<file path="src/rtl/world_pkg.sv">
// Shared types and constants for the frame scheduler and its free-slot scanner.
package world_pkg;

    // Each stored coordinate is half of the drawer coordinate width.
    localparam int COORD_HALF = 16;

    // One world memory entry: {valid, x, y, z}.
    typedef struct packed {
        logic                  valid;
        logic [COORD_HALF-1:0] x;
        logic [COORD_HALF-1:0] y;
        logic [COORD_HALF-1:0] z;
    } world_entry_t;

    // Scheduler phases, in the order a frame walks through them.
    typedef enum logic [2:0] {
        IDLE,
        CLEAR,
        DRAW,
        EDIT_RD,
        EDIT_SCAN,
        EDIT_WR,
        SWAP
    } sched_state_e;

    // "No cube targeted" marker; slice to the world address width.
    localparam logic [31:0] NO_CUBE = '1;

    // Pixel count of one framebuffer.
    function automatic int fb_pixels(input int width, input int height);
        return width * height;
    endfunction

endpackage

</file>
<file path="src/rtl/free_slot_scanner.sv">
// Walks world addresses 0..WORLD_SIZE-1, one read issued per cycle, and
// reports the first entry whose valid bit is clear. Returned data is matched
// to its address through a READ_LATENCY-deep tag pipeline.
module free_slot_scanner #(
    parameter int WORLD_SIZE   = 100,
    parameter int WORLD_BITS   = 7,
    parameter int READ_LATENCY = 2
) (
    input  logic                  clk_in,
    input  logic                  rst_n_in,
    input  logic                  start_i,
    input  logic                  valid_bit_i,
    output logic [WORLD_BITS-1:0] addr_o,
    output logic                  done_o,
    output logic                  found_o,
    output logic [WORLD_BITS-1:0] slot_o
);

    localparam logic [WORLD_BITS-1:0] LAST = WORLD_BITS'(WORLD_SIZE - 1);

    logic                    active_q;
    logic                    issuing_q;
    logic [WORLD_BITS-1:0]   issue_q;
    logic [READ_LATENCY-1:0] tag_v_q;
    logic [WORLD_BITS-1:0]   tag_a_q [READ_LATENCY];
    logic                    done_q;
    logic                    found_q;
    logic [WORLD_BITS-1:0]   slot_q;

    logic                    ret_v;
    logic [WORLD_BITS-1:0]   ret_a;

    assign ret_v   = active_q && tag_v_q[READ_LATENCY-1];
    assign ret_a   = tag_a_q[READ_LATENCY-1];
    assign addr_o  = issue_q;
    assign done_o  = done_q;
    assign found_o = found_q;
    assign slot_o  = slot_q;

    // Issue addresses, track which reads are in flight, and judge returned entries.
    // NOTE: sequential state uses non-blocking assignments so every register
    // samples pre-edge values, independent of statement order.
    always_ff @(posedge clk_in or negedge rst_n_in) begin
        if (!rst_n_in) begin
            active_q  <= 1'b0;
            issuing_q <= 1'b0;
            issue_q   <= '0;
            tag_v_q   <= '0;
            done_q    <= 1'b0;
            found_q   <= 1'b0;
            slot_q    <= '0;
        end else begin
            done_q  <= 1'b0;
            tag_v_q <= (tag_v_q << 1) | READ_LATENCY'(issuing_q);
            if (start_i) begin
                active_q  <= 1'b1;
                issuing_q <= 1'b1;
                issue_q   <= '0;
                tag_v_q   <= '0;
                found_q   <= 1'b0;
            end else if (active_q) begin
                if (issuing_q) begin
                    issue_q <= issue_q + 1'b1;
                    if (issue_q == LAST) issuing_q <= 1'b0;
                end
                if (ret_v) begin
                    if (!valid_bit_i) begin
                        found_q   <= 1'b1;
                        slot_q    <= ret_a;
                        done_q    <= 1'b1;
                        active_q  <= 1'b0;
                        issuing_q <= 1'b0;
                        tag_v_q   <= '0;
                    end else if (ret_a == LAST) begin
                        found_q  <= 1'b0;
                        done_q   <= 1'b1;
                        active_q <= 1'b0;
                    end
                end
            end
        end
    end

    // Address side of the tag pipeline, shifted alongside tag_v_q.
    // NOTE: this pipeline holds only data qualified by tag_v_q, so it is left
    // without reset; only control state needs a known value.
    always_ff @(posedge clk_in) begin
        tag_a_q[0] <= issue_q;
        for (int i = 1; i < READ_LATENCY; i++) tag_a_q[i] <= tag_a_q[i-1];
    end

endmodule

</file>
<file path="src/rtl/frame_scheduler.sv">
// Per-frame sequencer around world_drawer: clear back buffer, draw, apply at
// most one pending block edit, then request a buffer swap. Owns the world
// memory port and lends it to the drawer only during DRAW.
// Optional: define FRAME_STATS_EN to count cycles per frame on frame_cycles.
module frame_scheduler
    import world_pkg::*;
#(
    parameter int COORD_WIDTH  = 32,
    parameter int FB_WIDTH     = 320,
    parameter int FB_HEIGHT    = 180,
    parameter int WORLD_SIZE   = 100,
    parameter int WORLD_BITS   = 7,
    parameter int NORMAL_WIDTH = 2,
    parameter int READ_LATENCY = 2
) (
    input  logic                                             clk_in,
    input  logic                                             rst_n_in,
    input  logic                                             frame_tick,
    input  logic                                             break_req,
    input  logic                                             place_req,
    output logic                                             drawer_start,
    input  logic                                             drawer_done,
    input  logic [WORLD_BITS-1:0]                            drawer_addr,
    input  logic [WORLD_BITS-1:0]                            looked_at_cube,
    input  logic [3*NORMAL_WIDTH-1:0]                        looked_at_normal,
    output logic [WORLD_BITS-1:0]                            world_addr,
    output logic [3*COORD_WIDTH/2:0]                         world_wdata,
    output logic                                             world_we,
    input  logic [3*COORD_WIDTH/2:0]                         world_rdata,
    output logic [$clog2(fb_pixels(FB_WIDTH, FB_HEIGHT))-1:0] fb_clear_addr,
    output logic                                             fb_clear_we,
    output logic                                             fb_swap,
    output logic                                             busy,
    output logic                                             edit_fail,
    output logic [31:0]                                      frame_cycles
);

    localparam int HALF  = COORD_WIDTH / 2;
    localparam int NW    = NORMAL_WIDTH;
    localparam int FB_AW = $clog2(fb_pixels(FB_WIDTH, FB_HEIGHT));
    localparam int LAT_W = $clog2(READ_LATENCY + 1);
    localparam logic [FB_AW-1:0] FB_LAST = FB_AW'(fb_pixels(FB_WIDTH, FB_HEIGHT) - 1);

    sched_state_e          state_q, state_d;
    logic [FB_AW-1:0]      fb_addr_q, fb_addr_d;
    logic                  pend_break_q, pend_break_d;
    logic                  pend_place_q, pend_place_d;
    logic [WORLD_BITS-1:0] own_addr_q, own_addr_d;
    logic [3*NW-1:0]       normal_q, normal_d;
    logic [3*HALF:0]       wdata_q, wdata_d;
    logic [3*HALF-1:0]     new_q, new_d;
    logic [LAT_W-1:0]      wait_q, wait_d;

    logic                  any_break, any_place, has_target;
    logic                  scan_start, scan_done, scan_found;
    logic [WORLD_BITS-1:0] scan_addr, scan_slot;
    logic [HALF-1:0]       nx, ny, nz;
    logic [3*HALF-1:0]     moved;

    assign any_break  = pend_break_q | break_req;
    assign any_place  = pend_place_q | place_req;
    assign has_target = (looked_at_cube != NO_CUBE[WORLD_BITS-1:0]);

    // Target cube shifted by the sign-extended face normal, wrapping at 2^16.
    assign nx    = {{(HALF-NW){normal_q[3*NW-1]}}, normal_q[3*NW-1:2*NW]};
    assign ny    = {{(HALF-NW){normal_q[2*NW-1]}}, normal_q[2*NW-1:NW]};
    assign nz    = {{(HALF-NW){normal_q[NW-1]}},   normal_q[NW-1:0]};
    assign moved = {world_rdata[3*HALF-1:2*HALF] + nx,
                    world_rdata[2*HALF-1:HALF]   + ny,
                    world_rdata[HALF-1:0]        + nz};

    assign fb_clear_addr = fb_addr_q;
    assign world_wdata   = wdata_q;
    assign busy          = (state_q != IDLE);

    free_slot_scanner #(
        .WORLD_SIZE  (WORLD_SIZE),
        .WORLD_BITS  (WORLD_BITS),
        .READ_LATENCY(READ_LATENCY)
    ) u_scanner (
        .clk_in     (clk_in),
        .rst_n_in   (rst_n_in),
        .start_i    (scan_start),
        .valid_bit_i(world_rdata[3*HALF]),
        .addr_o     (scan_addr),
        .done_o     (scan_done),
        .found_o    (scan_found),
        .slot_o     (scan_slot)
    );

    // Next-state, edit bookkeeping and per-state outputs.
    // NOTE: every variable gets a default at the top so no path leaves one
    // unassigned, which would otherwise infer a latch.
    always_comb begin
        state_d      = state_q;
        fb_addr_d    = fb_addr_q;
        pend_break_d = any_break;
        pend_place_d = any_place;
        own_addr_d   = own_addr_q;
        normal_d     = normal_q;
        wdata_d      = wdata_q;
        new_d        = new_q;
        wait_d       = wait_q;
        drawer_start = 1'b0;
        fb_clear_we  = 1'b0;
        world_we     = 1'b0;
        fb_swap      = 1'b0;
        edit_fail    = 1'b0;
        scan_start   = 1'b0;
        world_addr   = own_addr_q;

        case (state_q)
            IDLE: begin
                if (frame_tick) begin
                    state_d   = CLEAR;
                    fb_addr_d = '0;
                end
            end
            CLEAR: begin
                fb_clear_we = 1'b1;
                if (fb_addr_q == FB_LAST) begin
                    fb_addr_d    = '0;
                    drawer_start = 1'b1;
                    state_d      = DRAW;
                end else begin
                    fb_addr_d = fb_addr_q + 1'b1;
                end
            end
            DRAW: begin
                world_addr = drawer_addr;
                if (drawer_done) begin
                    // Edits are consumed here whether or not a target exists.
                    pend_break_d = 1'b0;
                    pend_place_d = 1'b0;
                    state_d      = SWAP;
                    if (has_target && (any_break || any_place)) begin
                        own_addr_d = looked_at_cube;
                        normal_d   = looked_at_normal;
                        if (any_break) begin
                            wdata_d = '0;
                            state_d = EDIT_WR;
                        end else begin
                            wait_d  = '0;
                            state_d = EDIT_RD;
                        end
                    end
                end
            end
            EDIT_RD: begin
                if (wait_q == LAT_W'(READ_LATENCY)) begin
                    new_d      = moved;
                    scan_start = 1'b1;
                    state_d    = EDIT_SCAN;
                end else begin
                    wait_d = wait_q + 1'b1;
                end
            end
            EDIT_SCAN: begin
                world_addr = scan_addr;
                if (scan_done) begin
                    if (scan_found) begin
                        own_addr_d = scan_slot;
                        wdata_d    = {1'b1, new_q};
                        state_d    = EDIT_WR;
                    end else begin
                        edit_fail = 1'b1;
                        state_d   = SWAP;
                    end
                end
            end
            EDIT_WR: begin
                world_we = 1'b1;
                state_d  = SWAP;
            end
            SWAP: begin
                fb_swap = 1'b1;
                state_d = IDLE;
            end
            default: state_d = IDLE;
        endcase
    end

    // Scheduler registers.
    always_ff @(posedge clk_in or negedge rst_n_in) begin
        if (!rst_n_in) begin
            state_q      <= IDLE;
            fb_addr_q    <= '0;
            pend_break_q <= 1'b0;
            pend_place_q <= 1'b0;
            own_addr_q   <= '0;
            normal_q     <= '0;
            wdata_q      <= '0;
            new_q        <= '0;
            wait_q       <= '0;
        end else begin
            state_q      <= state_d;
            fb_addr_q    <= fb_addr_d;
            pend_break_q <= pend_break_d;
            pend_place_q <= pend_place_d;
            own_addr_q   <= own_addr_d;
            normal_q     <= normal_d;
            wdata_q      <= wdata_d;
            new_q        <= new_d;
            wait_q       <= wait_d;
        end
    end

`ifdef FRAME_STATS_EN
    logic [31:0] cyc_q;
    logic [31:0] frame_cycles_q;
    logic [31:0] cyc_inc;

    assign cyc_inc      = (&cyc_q) ? cyc_q : cyc_q + 1'b1;
    assign frame_cycles = frame_cycles_q;

    // Count non-idle cycles; publish the inclusive total on the swap cycle.
    always_ff @(posedge clk_in or negedge rst_n_in) begin
        if (!rst_n_in) begin
            cyc_q          <= '0;
            frame_cycles_q <= '0;
        end else begin
            cyc_q <= (state_q == IDLE) ? '0 : cyc_inc;
            if (state_q == SWAP) frame_cycles_q <= cyc_inc;
        end
    end
`else
    assign frame_cycles = '0;
`endif

endmodule

</file>
<file path="config.mk">
export PLATFORM = sky130hd
export DESIGN_NAME = frame_scheduler
export DESIGN_NICKNAME = d
export VERILOG_FILES = /design/src/rtl/world_pkg.sv /design/src/rtl/free_slot_scanner.sv /design/src/rtl/frame_scheduler.sv
export SDC_FILE = /design/constraint.sdc
export NUM_CORES = 1
export LEC_CHECK = 0
export ABC_AREA = 1
export ABC_CLOCK_PERIOD_IN_PS = 3600
export CAP_MARGIN = 20
export CORE_AREA = 8 8 141 143
export CTS_BUF_LIST = sky130_fd_sc_hd__clkbuf_2 sky130_fd_sc_hd__clkbuf_4 sky130_fd_sc_hd__clkbuf_8
export CTS_CLUSTER_DIAMETER = 60
export DETAILED_ROUTE_END_ITERATION = 8
export DIE_AREA = 0 0 149 151
export GPL_ROUTABILITY_DRIVEN = 0
export HOLD_SLACK_MARGIN = 0.06
export PLACE_DENSITY = 0.93
export SYNTH_ARGS = -nofsm -noshare
export SYNTH_HDL_FRONTEND = slang
export SYNTH_SLANG_ARGS = --single-unit
</file>
<file path="constraint.sdc">
create_clock -name clk_in -period 3.6 [get_ports clk_in]
set_input_delay 0.72 -clock clk_in [delete_from_list [all_inputs] [get_ports clk_in]]
set_output_delay 0.72 -clock clk_in [all_outputs]
set_load 0.03 [all_outputs]
</file>
# Word-level counts from Yosys, hierarchy flattened
# Memories as Yosys holds them, arrays and structs flattened.
# Cells that the tools add are included.
# W data, S select, Z words.
[classes]
add_sub_neg = 6
eq_ne = 22
muxes = 71
bitwise = 5
reduce_logical = 21
[op_table]
columns = ["operator", "count"]
rows = [
  ["$mux W49", 5],
  ["$pmux W49 S2", 1],
  ["$mux W7", 7],
  ["$add A16 B16 Y16", 3],
  ["$mux W1", 35],
  ["$mux W16", 2],
  ["$pmux W16 S2", 1],
  ["$pmux W7 S2", 2],
  ["$mux W3", 7],
  ["$mux W2", 9],
  ["$pmux W3 S6", 1],
  ["$add A16 B1 Y16 const B", 1],
  ["$eq A16 B16 Y1 const B", 1],
  ["$ne A2 B2 Y1 const B", 8],
  ["$reduce_and A5 Y1", 3],
  ["$eq A7 B7 Y1 const B", 2],
  ["$reduce_bool A2 Y1", 6],
  ["$eq A3 B3 Y1 const B", 3],
  ["$add A7 B1 Y7 const B", 1],
  ["$ne A7 B7 Y1 const B", 1],
  ["$eq A3 B2 Y1 const B", 2],
  ["$reduce_and A2 Y1", 3],
  ["$reduce_and A3 Y1", 2],
  ["$reduce_and A6 Y1", 1],
  ["14 further kinds", 18],
]
[totals]
ff_bits = 153
mem_bits_rw = 14
input_bits = 75
out_inout_bits = 110
elab_cells = 142
memories = 1
[memory_table]
columns = ["name", "depth", "width", "read_ports", "rd_ports_with_merged_regs", "write_ports", "line", "text"]
rows = [
  ["u_scanner.tag_a_q", 2, 7, 2, 0, 2, "free_slot_scanner.sv:25", "logic [WORLD_BITS-1:0] tag_a_q [READ_LATENCY];"],
]

# Logic depth before layout (Yosys ltp)
[depth]
word_depth = 7
ltp_mapped = 11
depth_no_buf = 11

# Modules after synthesis
# A second synthesis with hierarchy kept.
[unflattened]
cells_unflattened = 1455
hier_area_um2 = 10233.6
[modules_own_cells]
columns = ["mod", "instances", "cells_per_inst", "area_per_inst_um2", "seq_area_each_um2"]
rows = [
  ["frame_scheduler", 1, 1330, 9023.7, 3328.2],
  ["free_slot_scanner", 1, 125, 1209.9, 780.7],
]

# Worst setup path after synthesis
# Ideal clock, no wire load.
[synth_path]
path_kind = "flip-flop to output port"
start = "register state_q[1]"
end = "output port drawer_start"
arrival_time_ns = 2.173
path_slack_ns = 0.707
path_stages_with_launch = 6
n_path_buf = 0
path_cell_list = "dfrtp_1 inv_1 nand2_1 nor2_2 inv_1 nor4_1"
[synth_between]
elab_chain_len = 2
[synth_lines]
columns = ["element", "line", "text"]
rows = [
  ["start, declared", "frame_scheduler.sv:44", "sched_state_e state_q, state_d;"],
  ["start signal, assigned", "frame_scheduler.sv:196", "state_q <= state_d;"],
  ["$eq A3 B1 Y1", "frame_scheduler.sv:112", "case (state_q)"],
  ["$mux W1", "frame_scheduler.sv:112", ""],
  ["end, declared", "frame_scheduler.sv:21", "output logic drawer_start,"],
]
# No other way between the ends.

# Worst setup path in the final report
# Ends and elaborated chain as after synthesis.

==> flow_summary.json <==
{
  "grt_pass1_vias": 9203,
  "skew_ns": 0.0143,
  "gr-total-overflow": 0,
  "die_h_um": 151,
  "path_cells": "inv_1 > nand2_1 > nor2_2 > inv_1 > nor4_1 > clkdlybuf4s50_1",
  "synth_cells": 1410,
  "reg2reg_depth": 10,
  "synth_area_mm2": 0.0101,
  "finalNetCount": 1680,
  "register_area_mm2": 0.00411,
  "num_rows": 49,
  "powerDensity_mw_per_mm2": 840,
  "maxSlewViolCount": 0,
  "yosysSeqAreaShare_pct": 40.5,
  "ant_nets": 0,
  "cts_made_buffers": 17,
  "yosysMostFrequentCell": "nand2_1",
  "cts.htree.levels": 4,
  "crit_end": "drawer_start",
  "ir_drop_mv": 0.635,
  "dr_total_vias": 9524,
  "period_minus_slack_ns": 3.43,
  "synth_top_area_cell": "dfrtp_1",
  "slew_headroom_pct": 36.3,
  "critPathKind": "flop to output pin",
  "die_x_um": 149,
  "max_stage_delay_ns": 0.74,
  "clock_path_buffers": 2,
  "grt_use_total_pct": 24.0,
  "initial_core_util_pct": 57.5,
  "dpl.hpwl_um": 19400,
  "syn2layout_area_growth_pct": 19.6,
  "wl_um": 26700,
  "fin_area_mm2": 0.0121,
  "grt_pass1_wl_um": 44000,
  "r2r-end": "world_wdata[29]",
  "cts_tree": "yes",
  "n_antenna_cell": 0,
  "p_leak_uw": 0.00634,
  "cp_top_family": "buffers and inverters",
  "dr.pass1.iters": 5,
  "finalSetupViolations": 0,
  "async_flop_share_pct": 91.6,
  "synth_edf_count": 0,
  "synth_ff_type": "dfrtp_1",
  "clk_pin_slew_ns": 0.10,
  "holdWs_ns": 0.266,
  "ys_ff_latch": 167,
  "antenna_found_initial": 0,
  "rsz0062_at_grt": "no",
  "synthTopCellsByCount": "576 x nand2_1, 159 x inv_1, 153 x dfrtp_1",
  "synth_top_area_share_pct": 37.7,
  "hp-class": "input pin to asynchronous set/reset pin",
  "multi_input_area_mm2": 0.00514,
  "fin_cells": 1796,
  "drive_gt1_share_pct": 4.28,
  "cp_slowest_cell": "clkdlybuf4s50_1",
  "crit_required_ns": 2.88,
  "drt_iter0_markers": 808,
  "io_buffers": 152,
  "detailed_place.area_mm2": 0.0118,
  "cap_violations": 0,
  "synth_area_leaders": "dfrtp_1 38%, nand2_1 21%, ha_1 5.9%",
  "crit_fanout": 7,
  "outcome": "finished clean",
  "route.detailed.drc": 0,
  "crit_top_cell": "inv_1",
  "r2r-start": "state_q[0]",
  "ys_types": 36,
  "critical_path_arrival_ns": 2.71,
  "worstMarginPinSlew_ns": 0.953,
  "min_period_over_period_pct": 95.2,
  "endpoint_kind": "output pin",
  "startpoint": "state_q[1]",
  "hold_viol_final": 0,
  "root_buffer": "clkbuf_8",
  "grt_max_degree": 78,
  "yosysWarnings": 0,
  "nFillCells": 1425,
  "core-area_mm2": 0.0177,
  "place_inst": 1764,
  "via_per_inst": 5.30,
  "io_pins": 185,
  "r2r_setup_slack_ns": 1.16,
  "crit_buf_inv": 3,
  "die-area_mm2": 0.0225,
  "tns_ns": 0,
  "fmax_ghz": 0.292,
  "clock-sinks": 167,
  "routedWlPerCell_um": 14.9,
  "clkLatencyLatePin_ns": 0.48,
  "post_cts_buffers": 0,
  "start_kind": "flop",
  "synth.avg_cell_area_um2": 7.20,
  "worst-path-stages": 6
}
-- layout by cell type (no fill, tap or decap), types with 14 or more instances in the layout --
| master | count |
|---|---|
| nand3b_1 | 48 |
| xnor2_1 | 15 |
| clkdlybuf4s50_1 | 151 |
| nor2_1 | 72 |
| dfrtp_1 | 153 |
| dfxtp_1 | 14 |
| a21oi_1 | 29 |
| nand2_1 | 575 |
| o21ai_0 | 51 |
| ha_1 | 48 |
| nand3_1 | 82 |
| clkbuf_8 | 17 |
| nor3_1 | 23 |
| inv_1 | 159 |
| conb_1 | 32 |
-- metal layers --
layer | vias to the layer above | part of all wire (%) | global-route usage, %
met2 | 401 | 49 | 41.2
met4 | 0 | 1.9 | 8.33
met1 | 4419 | 41 | 29.6
met5 | - | 0 | 0
li1 | 4659 | - | -
met3 | 45 | 7.8 | 4.75
-- worst reg2reg max path, delay by kind of cell (launching register included) --
family,cells,cell delay (ns)
DFF,1,0.52
buffers and inverters,3,0.86
and+or+nand+nor,7,1.00
-- logic make-up after synthesis --
logic type                 after synthesis  share of synthesized area [%]
AOI/OAI and AO/OA                       95                           5.03
xor gates and xnor gates                22                           1.90
adders and majority gates               51                           6.51
buffers and inverters                  230                           10.1
DFF                                    167                           40.5
muxes                                   10                           1.02
other                                    1                         0.0370
and+or+nand+nor                        834                           34.9
-- state kept, by name, indices dropped and copies added, names as in the netlist, 2 cells and up --
name and flops:
normal_q 6, own_addr_q 7, wait_q 2, world_wdata 49, u_scanner.addr_o 7, u_scanner.tag_a_q 14, state_q 3, fb_clear_addr 16
u_scanner.slot_o 7, u_scanner.tag_v_q 2, new_q 48
-- power breakdown --
part / internal [uW] / switching [uW]
clock: 518 / 808
sequential: 2650 / 597
combinational: 2040 / 3580
total: 5210 / 4980
-- worst min path at each step --
stage	startpoint	to	slack [ns]	cells past startpoint
floorplan	u_scanner.tag_a_q[0][3]	u_scanner.tag_a_q[0][10]	0.31	0
global placement	u_scanner.tag_a_q[0][4]	u_scanner.tag_a_q[0][11]	0.31	0
detailed placement	u_scanner.tag_a_q[0][3]	u_scanner.tag_a_q[0][10]	0.31	0
CTS	rst_n_in	own_addr_q[1]	0.29	1
global route	rst_n_in	own_addr_q[1]	0.31	1
finish	rst_n_in	u_scanner.slot_o[4]	0.27	1
-- through the flow --
step / setup WS, ns / util [%] / total power, uW
5_1_grt: 0.0757 / 68.7 / 11000
3_5_place_dp: 0.678 / 66.6 / 8830
3_3_place_gp: 0.792 / 66.6 / 8590
2_1_floorplan: 0.707 / - / 7030
6_report: 0.174 / 68.7 / 10200
4_1_cts: 0.129 / 68.7 / 10200
-- repair_timing --
item | CTS | global route
gates resized for setup | 0 | 1
setup endpoints to repair | 0 | 3
hold buffers | 0 | 0
-- area by class of cell --
cell class                      count  area share, %
Multi-Input combinational cell   1044           42.4
Sequential cell                   167           33.9
Timing Repair Buffer              162           13.3
Inverter                          162           5.01
Tap cell                          229           2.36
Clock buffer                       17           1.93
Clock inverter                     15           1.22
(Power assumes the default switching activity.)
